<file path="config.mk">
export PLATFORM = sky130hd
export DESIGN_NAME = wb_copy_master
export DESIGN_NICKNAME = d
export VERILOG_FILES = /design/src/rtl/wb_copy_master.sv
export SDC_FILE = /design/constraint.sdc
export NUM_CORES = 1
export LEC_CHECK = 0
export BUFFER_PORTS_ARGS = -buffer_cell sky130_fd_sc_hd__buf_4
export CORE_MARGIN = 4
export CORE_UTILIZATION = 50
export DETAILED_ROUTE_END_ITERATION = 12
export HOLD_SLACK_MARGIN = 0.15
export PLACE_DENSITY = 0.74
export SLEW_MARGIN = 5
export SYNTH_ARGS = -nofsm -noshare
export SYNTH_HDL_FRONTEND = slang
export SYNTH_SLANG_ARGS = --single-unit
</file>
<file path="constraint.sdc">
create_clock -name wb_clk_i -period 2.65 [get_ports wb_clk_i]
set_clock_uncertainty 0.1 [all_clocks]
set_input_delay 0.1325 -clock wb_clk_i [delete_from_list [all_inputs] [get_ports wb_clk_i]]
set_output_delay 0.1325 -clock wb_clk_i [all_outputs]
set_load 0.03 [all_outputs]
</file>
<file path="src/rtl/wb_copy_master.sv">
// Wishbone classic block copier: one read and then one write per word, with a single idle bus cycle after each.
// Per word 2N+2 cycles (N = ack wait). A slave that holds ack low for TIMEOUT cycles aborts the command with err.
module wb_copy_master #(
  parameter int LEN_BITS = 10,
  parameter int TIMEOUT  = 64
) (
  input  logic                wb_clk_i,
  input  logic                wb_rst_i,
  input  logic                start,
  input  logic [31:0]         src_addr,
  input  logic [31:0]         dst_addr,
  input  logic [LEN_BITS-1:0] len,
  output logic                busy,
  output logic                done,
  output logic                err,
  output logic [LEN_BITS-1:0] words_done,
  output logic                wbm_cyc_o,
  output logic                wbm_stb_o,
  output logic                wbm_we_o,
  output logic [3:0]          wbm_sel_o,
  output logic [31:0]         wbm_adr_o,
  output logic [31:0]         wbm_dat_o,
  input  logic [31:0]         wbm_dat_i,
  input  logic                wbm_ack_i
);

  localparam int WAIT_W = $clog2(TIMEOUT + 1);

  typedef enum logic [2:0] {
    S_IDLE,
    S_RD,
    S_RD_GAP,
    S_WR,
    S_WR_GAP,
    S_FIN
  } state_t;

  state_t              r_state;
  state_t              w_next;
  logic [31:0]         r_src;
  logic [31:0]         r_dst;
  logic [31:0]         r_data;
  logic [LEN_BITS-1:0] r_rem;
  logic [LEN_BITS-1:0] r_words;
  logic [WAIT_W-1:0]   r_wait;
  logic                r_err;

  logic w_req;
  logic w_ack;
  logic w_expire;

  assign w_req    = (r_state == S_RD) || (r_state == S_WR);
  assign w_ack    = w_req && wbm_ack_i;
  // An ack in the final allowed cycle takes priority over the abort.
  assign w_expire = w_req && !wbm_ack_i && (r_wait == WAIT_W'(TIMEOUT - 1));

  always_ff @(posedge wb_clk_i) begin
    if (wb_rst_i) begin
      r_state <= S_IDLE;
    end else begin
      r_state <= w_next;
    end
  end

  always_comb begin
    w_next     = r_state;
    busy       = 1'b0;
    done       = 1'b0;
    wbm_cyc_o  = 1'b0;
    wbm_stb_o  = 1'b0;
    wbm_we_o   = 1'b0;
    wbm_sel_o  = 4'h0;
    wbm_adr_o  = 32'h0;
    case (r_state)
      S_IDLE: begin
        if (start) begin
          w_next = (len == '0) ? S_FIN : S_RD;
        end
      end
      S_RD: begin
        busy      = 1'b1;
        wbm_cyc_o = 1'b1;
        wbm_stb_o = 1'b1;
        wbm_sel_o = 4'hF;
        wbm_adr_o = r_src;
        if (w_ack) begin
          w_next = S_RD_GAP;
        end else if (w_expire) begin
          w_next = S_FIN;
        end
      end
      S_RD_GAP: begin
        busy   = 1'b1;
        w_next = S_WR;
      end
      S_WR: begin
        busy      = 1'b1;
        wbm_cyc_o = 1'b1;
        wbm_stb_o = 1'b1;
        wbm_we_o  = 1'b1;
        wbm_sel_o = 4'hF;
        wbm_adr_o = r_dst;
        if (w_ack) begin
          w_next = S_WR_GAP;
        end else if (w_expire) begin
          w_next = S_FIN;
        end
      end
      S_WR_GAP: begin
        busy = 1'b1;
        // The remaining count was already decremented on the write ack.
        w_next = (r_rem == '0) ? S_FIN : S_RD;
      end
      S_FIN: begin
        done   = 1'b1;
        w_next = S_IDLE;
      end
      default: begin
        w_next = S_IDLE;
      end
    endcase
  end

  always_ff @(posedge wb_clk_i) begin
    if (wb_rst_i) begin
      r_src   <= 32'h0;
      r_dst   <= 32'h0;
      r_data  <= 32'h0;
      r_rem   <= '0;
      r_words <= '0;
      r_wait  <= '0;
      r_err   <= 1'b0;
    end else begin
      case (r_state)
        S_IDLE: begin
          r_wait <= '0;
          if (start) begin
            r_src   <= src_addr & 32'hFFFF_FFFC;
            r_dst   <= dst_addr & 32'hFFFF_FFFC;
            r_rem   <= len;
            r_words <= '0;
            r_err   <= 1'b0;
          end
        end
        S_RD, S_WR: begin
          if (w_ack) begin
            r_wait <= '0;
            if (r_state == S_RD) begin
              r_data <= wbm_dat_i;
              r_src  <= r_src + 32'd4;
            end else begin
              r_dst   <= r_dst + 32'd4;
              r_words <= r_words + LEN_BITS'(1);
              r_rem   <= r_rem - LEN_BITS'(1);
            end
          end else if (w_expire) begin
            r_wait <= '0;
            r_err  <= 1'b1;
          end else begin
            r_wait <= r_wait + WAIT_W'(1);
          end
        end
        default: begin
          r_wait <= '0;
        end
      endcase
    end
  end

  assign err        = r_err;
  assign words_done = r_words;
  assign wbm_dat_o  = r_data;

endmodule

</file>
Word level (Yosys, flattened, before mapping)
Cells that the tools add are included.

cells by class
  add/sub/neg operators = 5
  equality and inequality tests = 12
  muxes and demuxes = 33
  bitwise logic cells = 1
  reduce and logical (&&, ||, !) cells = 16

operators with widths
  cell                   number
  $mux 32                6
  $pmux 32 s2            3
  $add 32x3->32 const B  2
  $mux 10                6
  $pmux 10 s2            2
  $logic_not 10->1       2
  $mux 3                 6
  $pmux 3 s5             1
  $reduce_and 4->1       3
  $add 10x1->10 const B  1
  $sub 10x1->10 const B  1
  $reduce_or 4->1        2
  $add 7x1->7 const B    1
  $eq 7x6->1 const B     1
  $mux 1                 7
  $eq 3x2->1 const B     2
  $eq 3x3->1 const B     2
  $ne 2x1->1 const B     3
  $ne 2x2->1 const B     3
  $mux 4                 1
  $eq 3x1->1 const B     1
  $logic_and 1x1->1      3
  $logic_not 3->1        1
  $reduce_and 3->1       1
  other kinds (6)        6

word-level totals
  flip-flop bits (word level) = 127
  input bits = 110
  output and inout port bits = 84
  logic and storage cells = 75

Depth between registers and ports, before layout
Gate-level depths: netlist of run 1.

  depth in word-level cells = 7
  mapped depth = 9
  depth with buffers taken out = 7

Worst setup path after synthesis of run 1
OpenSTA, ideal clock, no wires.

  kind = reg2out
  start point = reg r_state[0]
  end point = out wbm_adr_o[10]
  arrival = 1.848 ns
  required time = 2.418 ns
  slack = 0.570 ns
  stages on the path, launching flop included = 8
  path buffers = 5
  cell sequence = dfxtp_1 buf_2 nand2b_1 buf_2 buf_2 buf_1 buf_1 nor2_1

between the ends
  longest elaborated chain between the ends = 2
  elaborated cells on any way between the ends = 3
  classes of those cells = eq/ne: 2; mux: 1

ends and longest elaborated chain
  what                                      line  source
  start, declared                           38    state_t r_state;
  start signal, assigned                    61    r_state <= w_next;
  $eq 3x2->1 or $eq 3x1->1 (tied branches)  74    case (r_state)
  $pmux 32 s2 (*)                           74
  end, declared                             21    output logic [31:0] wbm_adr_o,

Mark *: on every way between the ends. The rest lies on a longest branch, timed or not.

Worst setup path after layout of run 1
  start point = reg r_state[1]
  end point = out wbm_adr_o[23]

Same word-level chain as after synthesis.

==> impl_metrics.toml, run 1 <==
[synth]
yosysSeqAreaShare_pct = 35.8
synthDistinctLibCells = 68
synth_xor_area_share_pct = 1.40
netlist.area_leader.share_pct = 35.8
syn-cell-area_um2 = 6880
avgSynthCellArea_um2 = 7.53
synth_top_family_by_area = "simple AND/OR/NAND/NOR gates"
syn_inst = 914
yosys-mux-area-fraction_pct = 5.11
synthFlopType = "dfxtp_1"
async_flop_share_pct = 0
ys_ff_latch = 123
synth_edf_count = 0
yosysWarningCount = 0
synth_top_cell_by_area = "dfxtp_1"
yosysMostFrequentCell = "nand2_1"
synthAdderAreaFrac_pct = 1.09
synth_area_leaders = "dfxtp_1 36%, nand2_1 7.3%, a21oi_1 6.6%"
synth_compound_area_share_pct = 22.3
synth_top_cells_by_count = "133 x nand2_1, 123 x dfxtp_1, 116 x nor2_1"
yosys.area_share.simple_pct = 28.8

[clocking]
post_cts_buffers = 0
clock_latency_ns = 0.42
clock-sinks = 123
path_clk_slew_ns = 0.06
cts_buffer_depth = 2
cts-root-buf = "clkbuf_16"
cts_tree = "yes"
numCtsBuffers = 17
ctsHtreeMaxLevel = 4

[sta]
period_minus_slack_ns = 2.33
tightest_slew_ns = 0.587
fmax_mhz = 429
min_period_over_period_pct = 88.0
tns_ns = 0
whs_ns = 0.227
slew_viol_final = 0
grt_setup_unrepaired = "false"
slew_headroom_pct = 60.9
setup_viol = 0
hold_viol_final = 0

[power]
p_comb_share_pct = 21.6
power_frac_seq_pct = 36.3
vdd_ir_drop_max_mv = 0.573
switching_share_pct = 30.1
p_leak_nw = 4.02
power.total_mw = 5.94
clkPwrFrac_pct = 42.1
pwr_density_cell_nw_per_um2 = 586
netSwitchingPower_mw = 1.79
p_int_mw = 4.16

[routing]
via_per_inst = 5.96
route.detailed.drc = 0
wirelength_mm = 24.6
avgRoutedWirePerCell_um = 18.0
drt_iter0_drc = 785
vias = 8157
route.antenna.remaining_nets = 0
drt-pass1-iter-count = 6

[grt]
grt_pass1_wl_mm = 39.2
grt.total_usage_pct = 30.2
antenna_found_initial = 0
grt_pass1_vias = 7724
gr-total-overflow = 0
grt_max_degree = 60

[placed_design]
gp_congestion = 0.865
io_buffers = 187
place_hpwl_mm = 15.6

[finish]
final_nets = 1296
drive_gt1_share_pct = 22.6
syn_to_final_growth_pct = 47.3
antenna_cells = 0

[critical_path]
end_kind = "output pin"
cp-start-kind = "register"
critPathArrivalTime_ns = 2.10
critical_path_required_ns = 2.42
cp_max_fo = 33
criticalPathCategory = "register to output pin"

[die]
dieArea_um2 = 15700
core_area_um2 = 13300
dieHeight_um = 125
fp.dieW_um = 125
rows = 42
start_util_pct = 51.6
io_pins = 194

[status]
outcome = "finished clean"

[hold_path]
worst_hold_path_type = "input pin to register"

[job]
maxCapViolCount = 0
## registers in the layout (all words and copies together) (netlist names)
register	cells
r_rem	10
r_dst	30
err	1
r_state	3
r_src	30
wbm_dat_o	32
r_wait	7
words_done	10
## final timing paths
path	startpoint	to	slack, ns	depth (start not counted)
min	src_addr[25]	r_src[25]$_SDFFE_PP0P_	0.23	4
max reg2reg	r_src[14]$_SDFFE_PP0P_	r_src[26]$_SDFFE_PP0P_	0.37	5
min reg2reg	r_wait[6]$_SDFF_PP0_	r_wait[6]$_SDFF_PP0_	0.34	2
max	r_state[1]$_SDFFE_PP0P_	wbm_adr_o[23]	0.32	4
## power by group through the flow
stage          registers [mW]  clock network, mW  logic, mW
2_1_floorplan            2.17                  0      0.710
6_report                 2.15               2.50       1.29
4_1_cts                  2.14               2.52       1.26
3_3_place_gp             2.18                  0       1.12
3_5_place_dp             2.18                  0       1.13
5_1_grt                  2.17               2.61       1.39
## area by class of cell
type,instances,area [um2]
inverters,11,41.3
repair buffers,321,2710
clock inverters,14,193
well taps,176,220
clock buffers,18,439
multi-input cells,706,4070
fillers,992,3210
flip-flops and latches,123,2460
## per-stage QoR
stage / utilization, % / worst slack, ns / cells / area [um2]
after floorplan: - / 0.570 / 915 / 6890
after global placement: 63.4 / 0.474 / 1233 / 8460
after detailed placement: 63.4 / 0.420 / 1233 / 8460
after CTS: 75.9 / 0.350 / 1369 / 10100
after global routing: 75.9 / 0.0949 / 1369 / 10100
final: 75.9 / 0.319 / 1369 / 10100
## logic make-up (layout without fill, tap and decap cells)
kind of cell	after synthesis	in the layout
and+or+nand+nor	415	415
AOI/OAI and AO/OA	237	237
DFF	123	123
buffers and inverters	86	364
muxes	35	35
xor gates and xnor gates	11	11
adders and majority gates	6	6
other	1	2
## critical path, cell delays in order (launching register included)
cell and delay [ns]:
dfxtp_2 0.51, buf_4 0.51, mux2i_1 0.38, nor2_1 0.09, buf_4 0.19
## routing by layer
| layer | share of wire (%) | vias up | global-route usage [%] |
|---|---|---|---|
| met3 | 7.8 | 74 | 5.33 |
| met5 | 0 | - | 0 |
| met1 | 40 | 3807 | 38.7 |
| met2 | 49 | 411 | 50.3 |
| met4 | 3.5 | 0 | 13.1 |
| li1 | - | 3865 | - |
## cells in the final DEF, fill, tap and decap left out, types with 8 or more instances in the layout
cell type,instances
o21ai_0,38
clkbuf_16,17
nor2_1,114
a21oi_1,91
or4_1,9
a31oi_1,9
inv_1,10
a32o_1,10
dfxtp_1,122
buf_4,214
nor3_1,23
and3_1,14
or3_1,9
nand4_1,23
nand2_1,133
a211oi_1,18
dlygate4sd3_1,104
a311oi_1,9
mux2i_1,34
nand3_1,35
and2_1,8
xor2_1,9
nor4_1,15
## timing repair
| action | 4_1_cts | 5_1_grt |
|---|---|---|
| setup endpoints to repair | 0 | 0 |
| gates resized for setup | 0 | 0 |
| hold endpoints to repair | 112 | 0 |
| hold buffers | 104 | 0 |
Note: power is estimated with default switching activity, not from simulation.
==> run 2, diff against run 1 <==
--- a/config.mk
+++ b/config.mk
@@ -10,7 +10,7 @@
 export CORE_UTILIZATION = 50
 export DETAILED_ROUTE_END_ITERATION = 12
 export HOLD_SLACK_MARGIN = 0.15
-export PLACE_DENSITY = 0.74
+export PLACE_DENSITY = 0.77
 export SLEW_MARGIN = 5
 export SYNTH_ARGS = -nofsm -noshare
 export SYNTH_HDL_FRONTEND = slang
==> run 2 against run 1 <==
  * Highest routed layer unchanged
  * Critical path type is now register to register
  * Register-to-register slack lost 0.24 ns
  * Cell count grew 2.0%
  * Total power grew 2.5%
==> impl_metrics.toml, run 2 (synthesis gave the netlist of run 1 again) <==
[sta]
tightest_slew_ns = 0.526
min_period_over_period_pct = 95.1
tns_ns = 0
fmax_mhz = 397
whs_ns = 0.244
grt_setup_unrepaired = "false"
setup_viol = 0
period_minus_slack_ns = 2.52
slew_viol_final = 0
hold_viol_final = 0
slew_headroom_pct = 64.9

[grt]
grt.total_usage_pct = 32.0
grtUsageMet1_pct = 40.4
grt_pass1_wl_mm = 41.0
grt_pass1_vias = 7891
gr-total-overflow = 0
busiest_layer = "met2"
grtUsageMet2_pct = 51.7
grt_util_met3_pct = 7.25
antenna_found_initial = 0
grt_max_degree = 54

[clocking]
clock_latency_ns = 0.42
cts_tree = "yes"
clock-sinks = 123
cts_buffer_depth = 2
cts-root-buf = "clkbuf_16"
post_cts_buffers = 0
ctsHtreeMaxLevel = 4
path_clk_slew_ns = 0.06
numCtsBuffers = 17

[die]
fp.dieW_um = 125
rows = 42
start_util_pct = 51.6
io_pins = 194
core_area_um2 = 13300
dieHeight_um = 125
dieArea_um2 = 15700

[routing]
drt-pass1-iter-count = 6
route.detailed.drc = 0
drt_iter0_drc = 901
wirelength_mm = 26.1
route.antenna.remaining_nets = 0
via_per_inst = 6.06
avgRoutedWirePerCell_um = 18.7
vias = 8457

[job]
maxCapViolCount = 0

[finish]
drive_gt1_share_pct = 22.5
mostFrequentLayoutCells = "215 x buf_4, 133 x nand2_1, 128 x dlygate4sd3_1"
largest_reg_flops = 32
fin_util_pct = 78.1
syn_to_final_growth_pct = 51.5
final_common_cell = "buf_4"
final_nets = 1322
final_cells = 1396

[critical_path]
crit-reg2reg-launch = "r_src[7]$_SDFFE_PP0P_"
r2r_slack_ns = 0.13
critical_path_required_ns = 2.86
reg2reg_to = "r_src[29]$_SDFFE_PP0P_"
cp-start-kind = "register"
worstRegToRegCells = 7
criticalPathCategory = "register to register"
cp_max_fo = 10
end_kind = "register"
critPathArrivalTime_ns = 2.73

[status]
outcome = "finished clean"

[hold_path]
holdPathStages = 4
min_from = "src_addr[25]"
worst_hold_path_type = "input pin to register"
hold_end = "r_src[25]$_SDFFE_PP0P_"

[placed_design]
gp_congestion = 0.875
place_hpwl_mm = 15.7
io_buffers = 187
dp.cells = 1235

[power]
vdd_ir_drop_max_mv = 0.459
pwr_density_cell_nw_per_um2 = 584
p_leak_nw = 4.22
## run 2: cell count changes in the layout (fill, tap and decap cells not counted), moves of 2 or more
| cell | change |
|---|---|
| dlygate4sd3_1 | +24 |
| clkbuf_1 | +2 |
| inv_6 | -2 |
| clkinv_4 | +3 |
| clkinvlp_4 | -6 |
## run 2: timing repair
action                                  in CTS  in global routing
gates resized for setup                      0                  5
hold buffers                               128                  0
endpoints found under the setup margin       0                 25
hold endpoints to repair                   112                  0
## run 2: how the worst max path moves through the flow
stage	startpoint	slack, ns	endpoint	cells past startpoint
6_report	r_src[7]$_SDFFE_PP0P_	0.13	r_src[29]$_SDFFE_PP0P_	7
5_1_grt	r_src[7]$_SDFFE_PP0P_	0.02	r_src[29]$_SDFFE_PP0P_	7
4_1_cts	r_state[0]$_SDFFE_PP0P_	0.09	wbm_dat_o[11]$_SDFFE_PP0P_	7
3_5_place_dp	r_state[2]$_SDFFE_PP0P_	0.38	words_done[5]$_SDFFE_PP0P_	6
3_3_place_gp	r_state[2]$_SDFFE_PP0P_	0.40	words_done[5]$_SDFFE_PP0P_	6
2_1_floorplan	r_state[0]$_SDFFE_PP0P_	0.57	wbm_adr_o[10]	7
## run 2: worst max-delay path: stages (launching register included)
cell and delay [ns]:
dfxtp_1 0.43, nand4_1 0.29, nor3_2 0.30, buf_4 0.22, nand4_1 0.16, a31oi_1 0.21, o32ai_1 0.10, dlygate4sd3_1 0.58
## run 2: stage by stage
stage          area [um2]  power (mW)  worst slack [ns]
2_1_floorplan        6890        2.88             0.570
3_3_place_gp         8480        3.30             0.398
3_5_place_dp         8480        3.32             0.382
4_1_cts             10400        6.04            0.0929
5_1_grt             10400        6.31            0.0191
6_report            10400        6.10             0.129
## run 2: layer usage
layer / vias up / share of wire (%)
met5: - / 0
met1: 3919 / 39
met4: 0 / 4.7
li1: 3908 / -
met2: 511 / 47
met3: 119 / 9.0
## run 2: power by group
group          internal [mW]  switching (mW)
Clock                   1.72           0.884
Combinational          0.602           0.736
Sequential              1.98           0.172
## run 2: layout make-up
cell class              count  area [um2]
multi-input cells         706        4080
repair buffers            347        2970
fillers                   933        2920
flip-flops and latches    123        2460
clock buffers              21         460
well taps                 176         220
clock inverters            11         191
inverters                  11        41.3
diodes                      1        2.50
